## src/rtl/alarm_pkg.sv

```systemverilog
// Shared alarm constants, state encodings and small helpers.
// Snooze support is selected by the ALARM_SNOOZE_EN macro in the top.
package alarm_pkg;

  localparam int unsigned HR_MAX         = 23;
  localparam int unsigned MIN_MAX        = 59;
  localparam int unsigned SEC_PER_MIN    = 60;
  localparam int unsigned RING_TIMEOUT_S = 60;
  localparam int unsigned SNOOZE_MIN     = 5;
  localparam int unsigned MAX_SNOOZE     = 3;
  localparam int unsigned SET_TIMEOUT_S  = 30;

  typedef enum logic [2:0] {
    ST_IDLE    = 3'd0,
    ST_ARMED   = 3'd1,
    ST_RINGING = 3'd2,
    ST_SNOOZE  = 3'd3,
    ST_SET_HR  = 3'd4,
    ST_SET_MIN = 3'd5
  } state_e;

  function automatic logic [5:0] wrap_inc(input logic [5:0] v, input logic [5:0] max);
    return (v == max) ? 6'd0 : v + 6'd1;
  endfunction

  function automatic logic is_set(input state_e s);
    return (s == ST_SET_HR) || (s == ST_SET_MIN);
  endfunction

endpackage

```

## src/rtl/alarm_sec_timer.sv

```systemverilog
// Loadable sec_tick down-counter; done_c flags the tick that empties it.
module alarm_sec_timer #(
  parameter int unsigned PERIOD = 60
) (
  input  logic clk,
  input  logic rst_n,
  input  logic load,
  input  logic tick,
  output logic done_c
);

  localparam int unsigned W = $clog2(PERIOD + 1);

  logic [W-1:0] count;

  // Load wins over a coincident tick; stops at zero instead of wrapping.
  always_ff @(posedge clk or negedge rst_n) begin
    if (!rst_n) begin
      count <= '0;
    end else if (load) begin
      count <= W'(PERIOD);
    end else if (tick && (count != '0)) begin
      count <= count - W'(1);
    end
  end

  assign done_c = tick && (count == W'(1));

endmodule

```

## src/rtl/alarm_sequencer.sv

```systemverilog
// Alarm time registers and set/arm/ring/snooze/stop lifecycle.
// Define ALARM_SNOOZE_EN to build the snooze state; otherwise btn_snooze acts as btn_stop.
module alarm_sequencer
  import alarm_pkg::*;
(
  input  logic       clk,
  input  logic       rst_n,
  input  logic       sec_tick,
  input  logic       btn_set,
  input  logic       btn_hr_inc,
  input  logic       btn_min_inc,
  input  logic       btn_stop,
  input  logic       btn_snooze,
  input  logic       sw_en,
  input  logic [5:0] c_hour,
  input  logic [5:0] c_min,
  input  logic [5:0] c_sec,
  output logic [5:0] a_hr,
  output logic [5:0] a_min,
  output logic       set_mode,
  output logic       ringing,
  output logic       buzz,
  output logic       snoozed,
  output logic [2:0] state
);

  state_e     state_q;
  state_e     state_nx;
  logic [5:0] a_hr_nx;
  logic [5:0] a_min_nx;
  logic       buzz_nx;
  logic       match_c;
  logic       any_btn_c;
  logic       stop_req_c;
  logic       set_exit_c;
  logic       ring_done;
  logic       set_done;
  logic       ring_load;
  logic       set_load;

`ifdef ALARM_SNOOZE_EN
  localparam int unsigned SNZ_SEC = SNOOZE_MIN * SEC_PER_MIN;
  localparam int unsigned USED_W  = $clog2(MAX_SNOOZE + 1);

  logic [USED_W-1:0] snooze_used;
  logic [USED_W-1:0] used_nx;
  logic              snz_done;
  logic              snz_load;

  assign stop_req_c = btn_stop;
`else
  assign stop_req_c = btn_stop | btn_snooze;
`endif

  assign match_c   = sec_tick && (c_hour == a_hr) && (c_min == a_min) && (c_sec == 6'd0);
  assign any_btn_c = btn_set | btn_hr_inc | btn_min_inc | btn_stop | btn_snooze;

  // A button in the timeout cycle restarts the timer, so it cancels the exit.
  assign set_exit_c = set_done && !any_btn_c;

  // Next state and next register values.
  always_comb begin
    state_nx = state_q;
    a_hr_nx  = a_hr;
    a_min_nx = a_min;
`ifdef ALARM_SNOOZE_EN
    used_nx  = snooze_used;
`endif
    case (state_q)
      ST_IDLE: begin
        if (btn_set)    state_nx = ST_SET_HR;
        else if (sw_en) state_nx = ST_ARMED;
      end
      ST_ARMED: begin
        if (!sw_en)        state_nx = ST_IDLE;
        else if (btn_set)  state_nx = ST_SET_HR;
        else if (match_c) begin
          state_nx = ST_RINGING;
`ifdef ALARM_SNOOZE_EN
          used_nx  = '0;
`endif
        end
      end
      ST_RINGING: begin
        if (!sw_en)          state_nx = ST_IDLE;
        else if (stop_req_c) state_nx = ST_ARMED;
`ifdef ALARM_SNOOZE_EN
        else if (btn_snooze) begin
          if (snooze_used < USED_W'(MAX_SNOOZE)) begin
            state_nx = ST_SNOOZE;
            used_nx  = snooze_used + USED_W'(1);
          end else begin
            state_nx = ST_ARMED;
          end
        end
`endif
        else if (ring_done)  state_nx = ST_ARMED;
      end
`ifdef ALARM_SNOOZE_EN
      ST_SNOOZE: begin
        if (!sw_en)         state_nx = ST_IDLE;
        else if (btn_stop)  state_nx = ST_ARMED;
        else if (snz_done)  state_nx = ST_RINGING;
      end
`endif
      ST_SET_HR: begin
        if (btn_hr_inc) a_hr_nx = wrap_inc(a_hr, 6'(HR_MAX));
        if (btn_set)    state_nx = ST_SET_MIN;
        else if (set_exit_c) state_nx = sw_en ? ST_ARMED : ST_IDLE;
      end
      ST_SET_MIN: begin
        if (btn_min_inc) a_min_nx = wrap_inc(a_min, 6'(MIN_MAX));
        if (btn_set || set_exit_c) state_nx = sw_en ? ST_ARMED : ST_IDLE;
      end
      default: state_nx = ST_IDLE;
    endcase

    buzz_nx = ((state_q == ST_RINGING) && (state_nx == ST_RINGING)) ? (buzz ^ sec_tick) : 1'b0;
  end

  assign ring_load = (state_nx == ST_RINGING) && (state_q != ST_RINGING);
  assign set_load  = is_set(state_nx) && (!is_set(state_q) || any_btn_c);

  alarm_sec_timer #(.PERIOD(RING_TIMEOUT_S)) u_ring_tmr (
    .clk    (clk),
    .rst_n  (rst_n),
    .load   (ring_load),
    .tick   (sec_tick),
    .done_c (ring_done)
  );

  alarm_sec_timer #(.PERIOD(SET_TIMEOUT_S)) u_set_tmr (
    .clk    (clk),
    .rst_n  (rst_n),
    .load   (set_load),
    .tick   (sec_tick),
    .done_c (set_done)
  );

`ifdef ALARM_SNOOZE_EN
  assign snz_load = (state_nx == ST_SNOOZE) && (state_q != ST_SNOOZE);

  alarm_sec_timer #(.PERIOD(SNZ_SEC)) u_snz_tmr (
    .clk    (clk),
    .rst_n  (rst_n),
    .load   (snz_load),
    .tick   (sec_tick),
    .done_c (snz_done)
  );

  always_ff @(posedge clk or negedge rst_n) begin
    if (!rst_n) begin
      snooze_used <= '0;
      snoozed     <= 1'b0;
    end else begin
      snooze_used <= used_nx;
      snoozed     <= (state_nx == ST_SNOOZE);
    end
  end
`else
  assign snoozed = 1'b0;
`endif

  // State and output registers.
  always_ff @(posedge clk or negedge rst_n) begin
    if (!rst_n) begin
      state_q  <= ST_IDLE;
      a_hr     <= '0;
      a_min    <= '0;
      set_mode <= 1'b0;
      ringing  <= 1'b0;
      buzz     <= 1'b0;
    end else begin
      state_q  <= state_nx;
      a_hr     <= a_hr_nx;
      a_min    <= a_min_nx;
      set_mode <= is_set(state_nx);
      ringing  <= (state_nx == ST_RINGING);
      buzz     <= buzz_nx;
    end
  end

  assign state = state_q;

endmodule

```

## config.mk

```make
export PLATFORM = sky130hd
export DESIGN_NAME = alarm_sequencer
export DESIGN_NICKNAME = d
export VERILOG_FILES = /design/src/rtl/alarm_pkg.sv /design/src/rtl/alarm_sec_timer.sv /design/src/rtl/alarm_sequencer.sv
export SDC_FILE = /design/constraint.sdc
export NUM_CORES = 1
export LEC_CHECK = 0
export BUFFER_PORTS_ARGS = -buffer_cell sky130_fd_sc_hd__buf_2
export CORE_UTILIZATION = 45
export DETAILED_ROUTE_END_ITERATION = 12
export PLACE_DENSITY = 0.8
export SYNTH_ARGS = -nofsm -noshare
export SYNTH_HDL_FRONTEND = slang
export SYNTH_SLANG_ARGS = --single-unit
```

## constraint.sdc

```tcl
create_clock -name clk -period 1.7 [get_ports clk]
set_input_delay 0.425 -clock clk [delete_from_list [all_inputs] [get_ports clk]]
set_output_delay 0.425 -clock clk [all_outputs]
set_load 0.02 [all_outputs]
```

==> results of run 1 <==
==> path summary, 6_finish.rpt <==
path	depth (start not counted)	startpoint	to	slack [ns]
min in group clk	3	btn_hr_inc	state[2]$_DFF_PN0_	0.53
min reg2reg	2	buzz$_DFF_PN0_	buzz$_DFF_PN0_	0.57
min	1	rst_n	a_min[3]$_DFFE_PN0P_	0.16
max	5	c_sec[1]	state[0]$_DFF_PN0_	0.01
max reg2reg	4	a_min[2]$_DFFE_PN0P_	state[0]$_DFF_PN0_	0.02
max in group asynchronous	1	rst_n	u_set_tmr.count[2]$_DFFE_PN0P_	1.10
==> layout make-up <==
type                            count  area share, %
Clock buffer                        6          3.105
Clock inverter                      2         0.4283
Inverter                           12          1.927
Multi-Input combinational cell    136          43.42
Sequential cell                    29          31.10
Tap cell                           48          2.570
Timing Repair Buffer               69          17.45
==> flip-flops by register name, indices dropped and copies added, names as in the netlist <==
register / cells
a_hr: 6
a_min: 6
buzz: 1
ringing: 1
set_mode: 1
state: 3
u_ring_tmr.count: 6
u_set_tmr.count: 5
==> timing repair <==
item	4_1_cts	5_1_grt
pin swaps	0	3
gates resized for setup	3	7
cloned	0	1
hold buffers	0	0
endpoints found under the setup margin	5	2
==> through the flow <==
stage                     util (%)  cell area (um2)
after floorplan                  -             1764
after global routing         62.90             2337
final                        62.90             2337
after CTS                    61.65             2291
after detailed placement     59.06             2195
after global placement       59.06             2195
==> critical path, delay by kind of cell <==
kind / cells / cell delay (ns)
simple gates: 3 / 1.01
compound gates: 1 / 0.32
buf+inv: 1 / 0.09
==> cell usage after synthesis (2+ instances only) <==
cell type / number
a21oi_1: 5
buf_2: 3
o22ai_1: 3
nor2_1: 7
o21ai_0: 8
a311oi_1: 2
and4_1: 3
mux2_2: 2
nor3_1: 2
o211ai_1: 2
inv_1: 12
nand3_1: 5
ha_1: 8
dfrtp_1: 29
nand4_1: 7
or3_1: 2
a21o_1: 2
clkbuf_1: 4
mux2i_1: 2
nand2_1: 14
o2111ai_1: 2
xor2_1: 16
nor4_1: 5
a31oi_1: 7
xnor2_1: 5
and3_1: 2
nor2b_1: 3
o21a_1: 2
==> where the power goes <==
part	switching, mW	leakage [nW]	internal, mW
registers	0.222	0.340	0.933
logic	0.939	0.714	0.754
clock network	0.266	0.0450	0.283
==> logic make-up (layout without fill, tap and decap cells) <==
logic type,count (synthesis),count (layout)
other,1,1
AO/OA/AOI/OAI,39,39
AND/OR/NAND/NOR,62,63
multiplexers,4,4
XOR/XNOR,21,21
adder cells (fa/ha/maj),8,8
flip-flops,29,29
buffers and inverters,20,89
==> routing by layer <==
| layer | up-vias | track usage (%) |
|---|---|---|
| met5 | - | 0 |
| met4 | 0 | 8.889 |
| met3 | 6 | 5.634 |
| met2 | 59 | 38.55 |
| met1 | 808 | 27.91 |
| li1 | 819 | - |
==> run summary, run 1 <==
endpoints failing hold -> 0
Post-synth ARST share -> 100.0%
fin. max-slew vios -> 0
register area -> 726.9 um2
Slew headroom -> 57.50%
CTS tree -> yes
WHS -> 0.1551 ns
Worst path slowest cell -> or4b_1
Row Count -> 22
FMAX -> 0.5925 GHz
share of cells above drive strength 1 -> 35.43%
DR vias/cell -> 5.603
Tmin final -> 1.688 ns
Yosys top cell area share -> 41.13%
TritonCTS Sinks -> 29
Num CTS Buffers -> 5
Setup crit end kind -> register
All-Layer GR Usage -> 22.85%
top_reg_cell synth -> dfrtp_1
Die X -> 64.62 um
fin cells -> 302
H-tree Lvls -> 2
XOR/XNOR share of the synthesized area -> 10.43%
first-pass GRT wire length -> 7196 um
Routed Antenna Nets -> 0
first drt pass iteration count -> 4
post-synthesis mux area share -> 2.411%
Setup Fix Bufs, Post-CTS -> 0
most common cell after layout, fill and taps aside -> buf_2
total gr overflow -> 0
Worst Path Required -> 1.87 ns
mean area per synthesized cell -> 9.588 um2
core region area -> 0.003716 mm2
Placed Cells -> 293
Simple-Gate Fraction of Synth Area -> 20.71%
Area Growth Syn to Fin -> 32.48%
clock latency at the later pin of the worst-skew pair -> 0.28 ns
outcome -> finished, final reports clean
main combinational cell family by area after synthesis -> simple AND/OR/NAND/NOR gates
worst setup path class -> primary input to register
Post-synth EDFFs -> 0
hold crit path type -> primary input to async pin
MaxCap Viol Count -> 0
Worst Tran Pin Value -> 0.6375 ns
post-synthesis adder-cell area fraction -> 5.674%
Top Layer Used -> met4
top cells by area, synth -> dfrtp_1 41%, xor2_1 7.9%, ha_1 5.7%
nets -> 288
clock slew at reported path FFs -> 0.07 ns
sequential share of the synthesized area -> 41.13%
final setup margin -> 0.01231 ns
total number of vias -> 1,692
final setup fails -> 0
largest stage delay on the critical path -> 0.56 ns
Longest Clk Path Bufs -> 2
DP Worst Slack -> -0.2466 ns
die area -> 0.004175 mm2
Initial Utilization -> 47.47%
CP Data Arrival Time -> 1.85 ns
largest net degree at the start of global routing -> 30
TNS Setup -> 0 ns
initial antenna violation count -> 0
# IOs -> 46
critical path fanouts, max -> 5
Synth cell types -> 48
DR WL/cell -> 14.45 um
total wire length -> 4364 um
Synth Instances -> 184
DR DRC count -> 0
post-route clock period utilization -> 99.28%
vias in the first global route -> 1,626
clk root buf -> clkbuf_8
# diodes -> 0
power density over the cells -> 1453 mW/mm2
Peak supply drop -> 519.1 uV
Final Skew -> 0.008953 ns
Routed met1 length -> 1949 um
met2 wire len -> 2114 um
LEAKAGE -> 1.099 nW
Met3 Routed Length -> 248 um
fill count -> 315
multi-input logic area -> 0.001015 mm2
Routability Congestion -> 0.8361
die height -> 64.62 um
Synth Warn # -> 0
Syn Std Cell Area -> 0.001764 mm2
HPWL Detailed -> 3228 um
post-route total power -> 3.396 mW
post-synth top area cell -> dfrtp_1
Net Count, Synth -> 219
number of synthesized register bits -> 29
Synth Area in Compound Gates -> 14.75%
drt first-iter violations -> 83
most frequent cells in the layout -> 44 x buf_2, 28 x dfrtp_1, 25 x buf_4
CP cell instances -> buf_2 -> or4b_1 -> nor4_4 -> nand4_2 -> a211o_1
IO Port Bufs -> 44
crit path launch type -> primary input
No activity file was read; power rests on OpenSTA's default activity.
==> run 2: changes to the inputs <==
--- a/config.mk
+++ b/config.mk
@@ -9,6 +9,7 @@
 export CORE_UTILIZATION = 45
 export DETAILED_ROUTE_END_ITERATION = 12
 export PLACE_DENSITY = 0.8
+export RECOVER_POWER = 25
 export SYNTH_ARGS = -nofsm -noshare
 export SYNTH_HDL_FRONTEND = slang
 export SYNTH_SLANG_ARGS = --single-unit
==> run 2 against run 1 <==
First-iteration DRC count unchanged. Via count stayed put. Clock power about the same. Total power about the same. Non-clock buffer count is the same. Maximum frequency did not move. Final area is the same. Worst hold slack gained 0.024 ns. Clock-buffer cell count did not move. Critical path type unchanged. Setup slack unchanged. Routed wire length about the same. Flip-flop and latch count did not move.
==> run summary, run 2 (synthesized netlist as in run 1, its figures left out) <==
Top Layer Used -> met4
most frequent cells in the layout -> 43 x buf_2, 28 x dfrtp_1, 25 x buf_4
Largest regs -> a_hr (6), a_min (6), u_ring_tmr.count (6)
worst setup path class -> primary input to register
total gr overflow -> 0
Final Skew -> 0.008953 ns
Row Count -> 22
Routability Congestion -> 0.8361
MaxCap Viol Count -> 0
Routed Antenna Nets -> 0
met2 wire len -> 2113 um
nets -> 288
endpoints failing hold -> 0
WHS -> 0.1788 ns
TritonCTS Sinks -> 29
Worst Tran Pin Value -> 0.7135 ns
Psw -> 1.426 mW
Setup Fix Bufs, Post-CTS -> 0
vias in the first global route -> 1,626
initial antenna violation count -> 0
DR WL/cell -> 14.45 um
H-tree Lvls -> 2
LEAKAGE -> 1.099 nW
P_int -> 1.970 mW
DR vias/cell -> 5.603
Initial Utilization -> 47.47%
Met3 Routed Length -> 252 um
first-pass GRT wire length -> 7196 um
first drt pass iteration count -> 4
critical path fanouts, max -> 5
Gate power share -> 49.8%
crit path launch type -> primary input
HPWL Detailed -> 3228 um
Net Sw Frac -> 41.99%
FMAX -> 0.5925 GHz
Routed met1 length -> 1945 um
largest net degree at the start of global routing -> 30
final setup margin -> 0.01231 ns
# diodes -> 0
IO Port Bufs -> 44
Seq pwr share -> 34.0%
Worst Path Required -> 1.87 ns
share of cells above drive strength 1 -> 35.43%
final setup fails -> 0
core region area -> 0.003716 mm2
clk root buf -> clkbuf_8
fill count -> 315
post-route total power -> 3.396 mW
DP Worst Slack -> -0.2466 ns
die area -> 0.004175 mm2
clock power share -> 16.1%
Longest Clk Path Bufs -> 2
Tmin final -> 1.688 ns
Peak supply drop -> 519.1 uV
outcome -> finished, final reports clean
drt first-iter violations -> 83
Slew headroom -> 52.43%
total wire length -> 4363 um
fin. max-slew vios -> 0
# IOs -> 46
CP Data Arrival Time -> 1.85 ns
power density over the cells -> 1453 mW/mm2
Num CTS Buffers -> 5
post-route clock period utilization -> 99.28%
total number of vias -> 1,692
DR DRC count -> 0
CTS tree -> yes
Setup crit end kind -> register
Die X -> 64.62 um
die height -> 64.62 um
most common cell after layout, fill and taps aside -> buf_2
clock latency at the later pin of the worst-skew pair -> 0.28 ns
clock slew at reported path FFs -> 0.07 ns
All-Layer GR Usage -> 22.85%
Area Growth Syn to Fin -> 32.48%
hold crit path type -> primary input to async pin
-- run 2: critical path, cell delays in order --
cell and delay [ns]:
buf_2 0.09, or4b_1 0.56, nor4_4 0.22, nand4_2 0.23
a211o_1 0.32
-- run 2: path summary, 6_finish.rpt --
check	startpoint	endpoint	slack [ns]	cells past startpoint
max	c_sec[1]	state[0]$_DFF_PN0_	0.01	5
min	rst_n	a_min[3]$_DFFE_PN0P_	0.18	1
max reg2reg	a_min[2]$_DFFE_PN0P_	state[0]$_DFF_PN0_	0.02	4
min reg2reg	buzz$_DFF_PN0_	buzz$_DFF_PN0_	0.57	2
max in group asynchronous	rst_n	u_set_tmr.count[2]$_DFFE_PN0P_	1.03	1
min in group clk	btn_hr_inc	state[2]$_DFF_PN0_	0.53	3
-- run 2: repair_timing --
item | CTS | global route
cloned | 0 | 1
endpoints found under the setup margin | 5 | 2
pin swaps | 0 | 3
hold buffers | 0 | 0
gates resized for setup | 3 | 7
-- run 2: per-stage QoR --
| stage | instances | cell area, um2 | setup TNS, ns | util, % |
|---|---|---|---|---|
| floorplan | 184 | 1764 | -0.04253 | - |
| global placement | 293 | 2195 | -1.120 | 59.06 |
| detailed placement | 293 | 2195 | -1.498 | 59.06 |
| CTS | 301 | 2291 | 0 | 61.65 |
| global route | 302 | 2337 | -0.03242 | 62.90 |
| finish | 302 | 2337 | 0 | 62.90 |
-- run 2: routing by layer --
| layer | global-route usage [%] | vias up |
|---|---|---|
| li1 | - | 819 |
| met1 | 27.91 | 808 |
| met2 | 38.55 | 59 |
| met3 | 5.634 | 6 |
| met4 | 8.889 | 0 |
| met5 | 0 | - |
-- run 2: power groups by stage --
stage / combinational [mW] / sequential [mW] / clock (mW)
6_report: 1.69 / 1.16 / 0.548
5_1_grt: 1.87 / 1.18 / 0.601
4_1_cts: 1.65 / 1.15 / 0.558
3_5_place_dp: 1.64 / 1.16 / 0
3_3_place_gp: 1.58 / 1.14 / 0
2_1_floorplan: 0.792 / 1.34 / 0
-- run 2: layout make-up --
cell class / instances / area [um2] / share of cell area (%)
clock inverter: 2 / 10.01 / 0.4283
clock buffer: 6 / 72.57 / 3.105
tap: 48 / 60.06 / 2.570
timing repair buffer: 69 / 407.9 / 17.45
sequential: 29 / 726.9 / 31.10
multi-input combinational: 136 / 1015 / 43.42
inverter: 12 / 45.04 / 1.927
==> run 3: changes to the inputs <==
--- a/config.mk
+++ b/config.mk
@@ -7,6 +7,7 @@
 export LEC_CHECK = 0
 export BUFFER_PORTS_ARGS = -buffer_cell sky130_fd_sc_hd__buf_2
 export CORE_UTILIZATION = 45
+export CTS_BUF_LIST = sky130_fd_sc_hd__clkbuf_4 sky130_fd_sc_hd__clkbuf_8
 export DETAILED_ROUTE_END_ITERATION = 12
 export PLACE_DENSITY = 0.8
 export RECOVER_POWER = 25
==> run 3 against run 2 <==
Register-to-register slack barely moved. Critical path depth stayed put. Maximum frequency is essentially flat. Flip-flop and latch count is the same. Final cell count stayed put. Clock power grew 3%. Total power up 0.35%. Non-clock buffer count stayed put. Global-route usage is the same. Die area unchanged. Routed wire length decreased by 0.16%.
==> run summary, run 3 (synthesized netlist as in run 1, its figures left out) <==
outcome -> finished, final reports clean
clk root buf -> clkbuf_8
Setup crit end kind -> register
power density over the cells -> 1456 mW/mm2
DR vias/cell -> 5.609
Longest Clk Path Bufs -> 2
HPWL Detailed -> 3228 um
share of cells above drive strength 1 -> 35.83%
hold crit path type -> primary input to async pin
clock slew at reported path FFs -> 0.07 ns
die area -> 0.004175 mm2
final setup fails -> 0
initial antenna violation count -> 0
DR DRC count -> 0
first-pass GRT wire length -> 7196 um
MaxCap Viol Count -> 0
core region area -> 0.003716 mm2
LEAKAGE -> 1.103 nW
Layout Utilization -> 63.00%
Num CTS Buffers -> 5
post-route total power -> 3.408 mW
clock latency at the later pin of the worst-skew pair -> 0.28 ns
Setup Fix Bufs, Post-CTS -> 0
Final Skew -> 0.009275 ns
nets -> 288
first drt pass iteration count -> 4
Die X -> 64.62 um
Row Count -> 22
DR WL/cell -> 14.42 um
Worst Tran Pin Value -> 0.7157 ns
final setup margin -> 0.01202 ns
total number of vias -> 1,694
vias in the first global route -> 1,626
Initial Utilization -> 47.47%
post-route clock period utilization -> 99.29%
H-tree Lvls -> 2
TritonCTS Sinks -> 29
Slew headroom -> 52.29%
DP Worst Slack -> -0.2466 ns
Worst Path Required -> 1.87 ns
TNS Setup -> 0 ns
dpl cell area -> 0.002195 mm2
most common cell after layout, fill and taps aside -> buf_2
total wire length -> 4356 um
FMAX -> 0.5924 GHz
Peak supply drop -> 519.3 uV
Tmin final -> 1.688 ns
# diodes -> 0
Routed Antenna Nets -> 0
most frequent cells in the layout -> 43 x buf_2, 28 x dfrtp_1, 25 x buf_4
CP Data Arrival Time -> 1.85 ns
All-Layer GR Usage -> 22.85%
# IOs -> 46
drt first-iter violations -> 78
fin. max-slew vios -> 0
largest net degree at the start of global routing -> 30
design area -> 0.002341 mm2
crit path launch type -> primary input
total gr overflow -> 0
worst setup path class -> primary input to register
Area Growth Syn to Fin -> 32.70%
critical path fanouts, max -> 5
CTS Hold Bufs -> 0
die height -> 64.62 um
endpoints failing hold -> 0
Routability Congestion -> 0.8361
CTS tree -> yes
Largest regs -> a_hr (6), a_min (6), u_ring_tmr.count (6)
IO Port Bufs -> 44
[run 3: cell counts in the layout (fill, tap and decap cells not counted)]
Identical to the previous run, type by type.
[run 3: critical path, stage by stage]
cell	delay, ns
buf_2	0.09
or4b_1	0.56
nor4_4	0.22
nand4_2	0.23
a211o_1	0.32
[run 3: stage by stage]
step                hold slack (ns)  cells
global route                 0.2528    302
detailed placement           0.4860    293
floorplan                    0.1294    184
finish                       0.1794    302
global placement             0.4841    293
CTS                          0.1765    301
[run 3: layout make-up]
cell class | count | area (um2)
timing repair buffer | 69 | 407.9
multi-input combinational | 136 | 1015
clock inverter | 2 | 10.01
fill | 313 | 1375
tap | 48 | 60.06
clock buffer | 6 | 76.32
sequential | 29 | 726.9
inverter | 12 | 45.04
[run 3: final timing paths]
path	from	endpoint	slack [ns]	cells past startpoint
setup / recovery	c_sec[1]	state[0]$_DFF_PN0_	0.01	5
hold / removal	rst_n	a_min[3]$_DFFE_PN0P_	0.18	1
setup reg to reg	a_min[2]$_DFFE_PN0P_	state[0]$_DFF_PN0_	0.02	4
hold reg to reg	buzz$_DFF_PN0_	buzz$_DFF_PN0_	0.57	2
max in group asynchronous	rst_n	u_set_tmr.count[2]$_DFFE_PN0P_	1.02	1
min in group clk	btn_hr_inc	state[2]$_DFF_PN0_	0.53	3
[run 3: where the power goes]
group          total (mW)  internal, mW  switching, mW
Sequential           1.15         0.933          0.221
Combinational        1.69         0.754          0.936
Clock               0.564         0.299          0.265
Total                3.41          1.99           1.42
[run 3: repair_timing]
| item | CTS | global route |
|---|---|---|
| gates cloned | 0 | 1 |
| resized for setup | 3 | 7 |
| pin swaps | 0 | 3 |
| endpoints found under the setup margin | 5 | 2 |
[run 3: layer usage]
layer | up-vias | global-route usage (%) | part of all wire (%)
met3 | 6 | 5.634 | 6.3
li1 | 819 | - | -
met2 | 63 | 38.55 | 48
met1 | 806 | 27.91 | 44
met5 | - | 0 | 0
met4 | 0 | 8.889 | 1.4
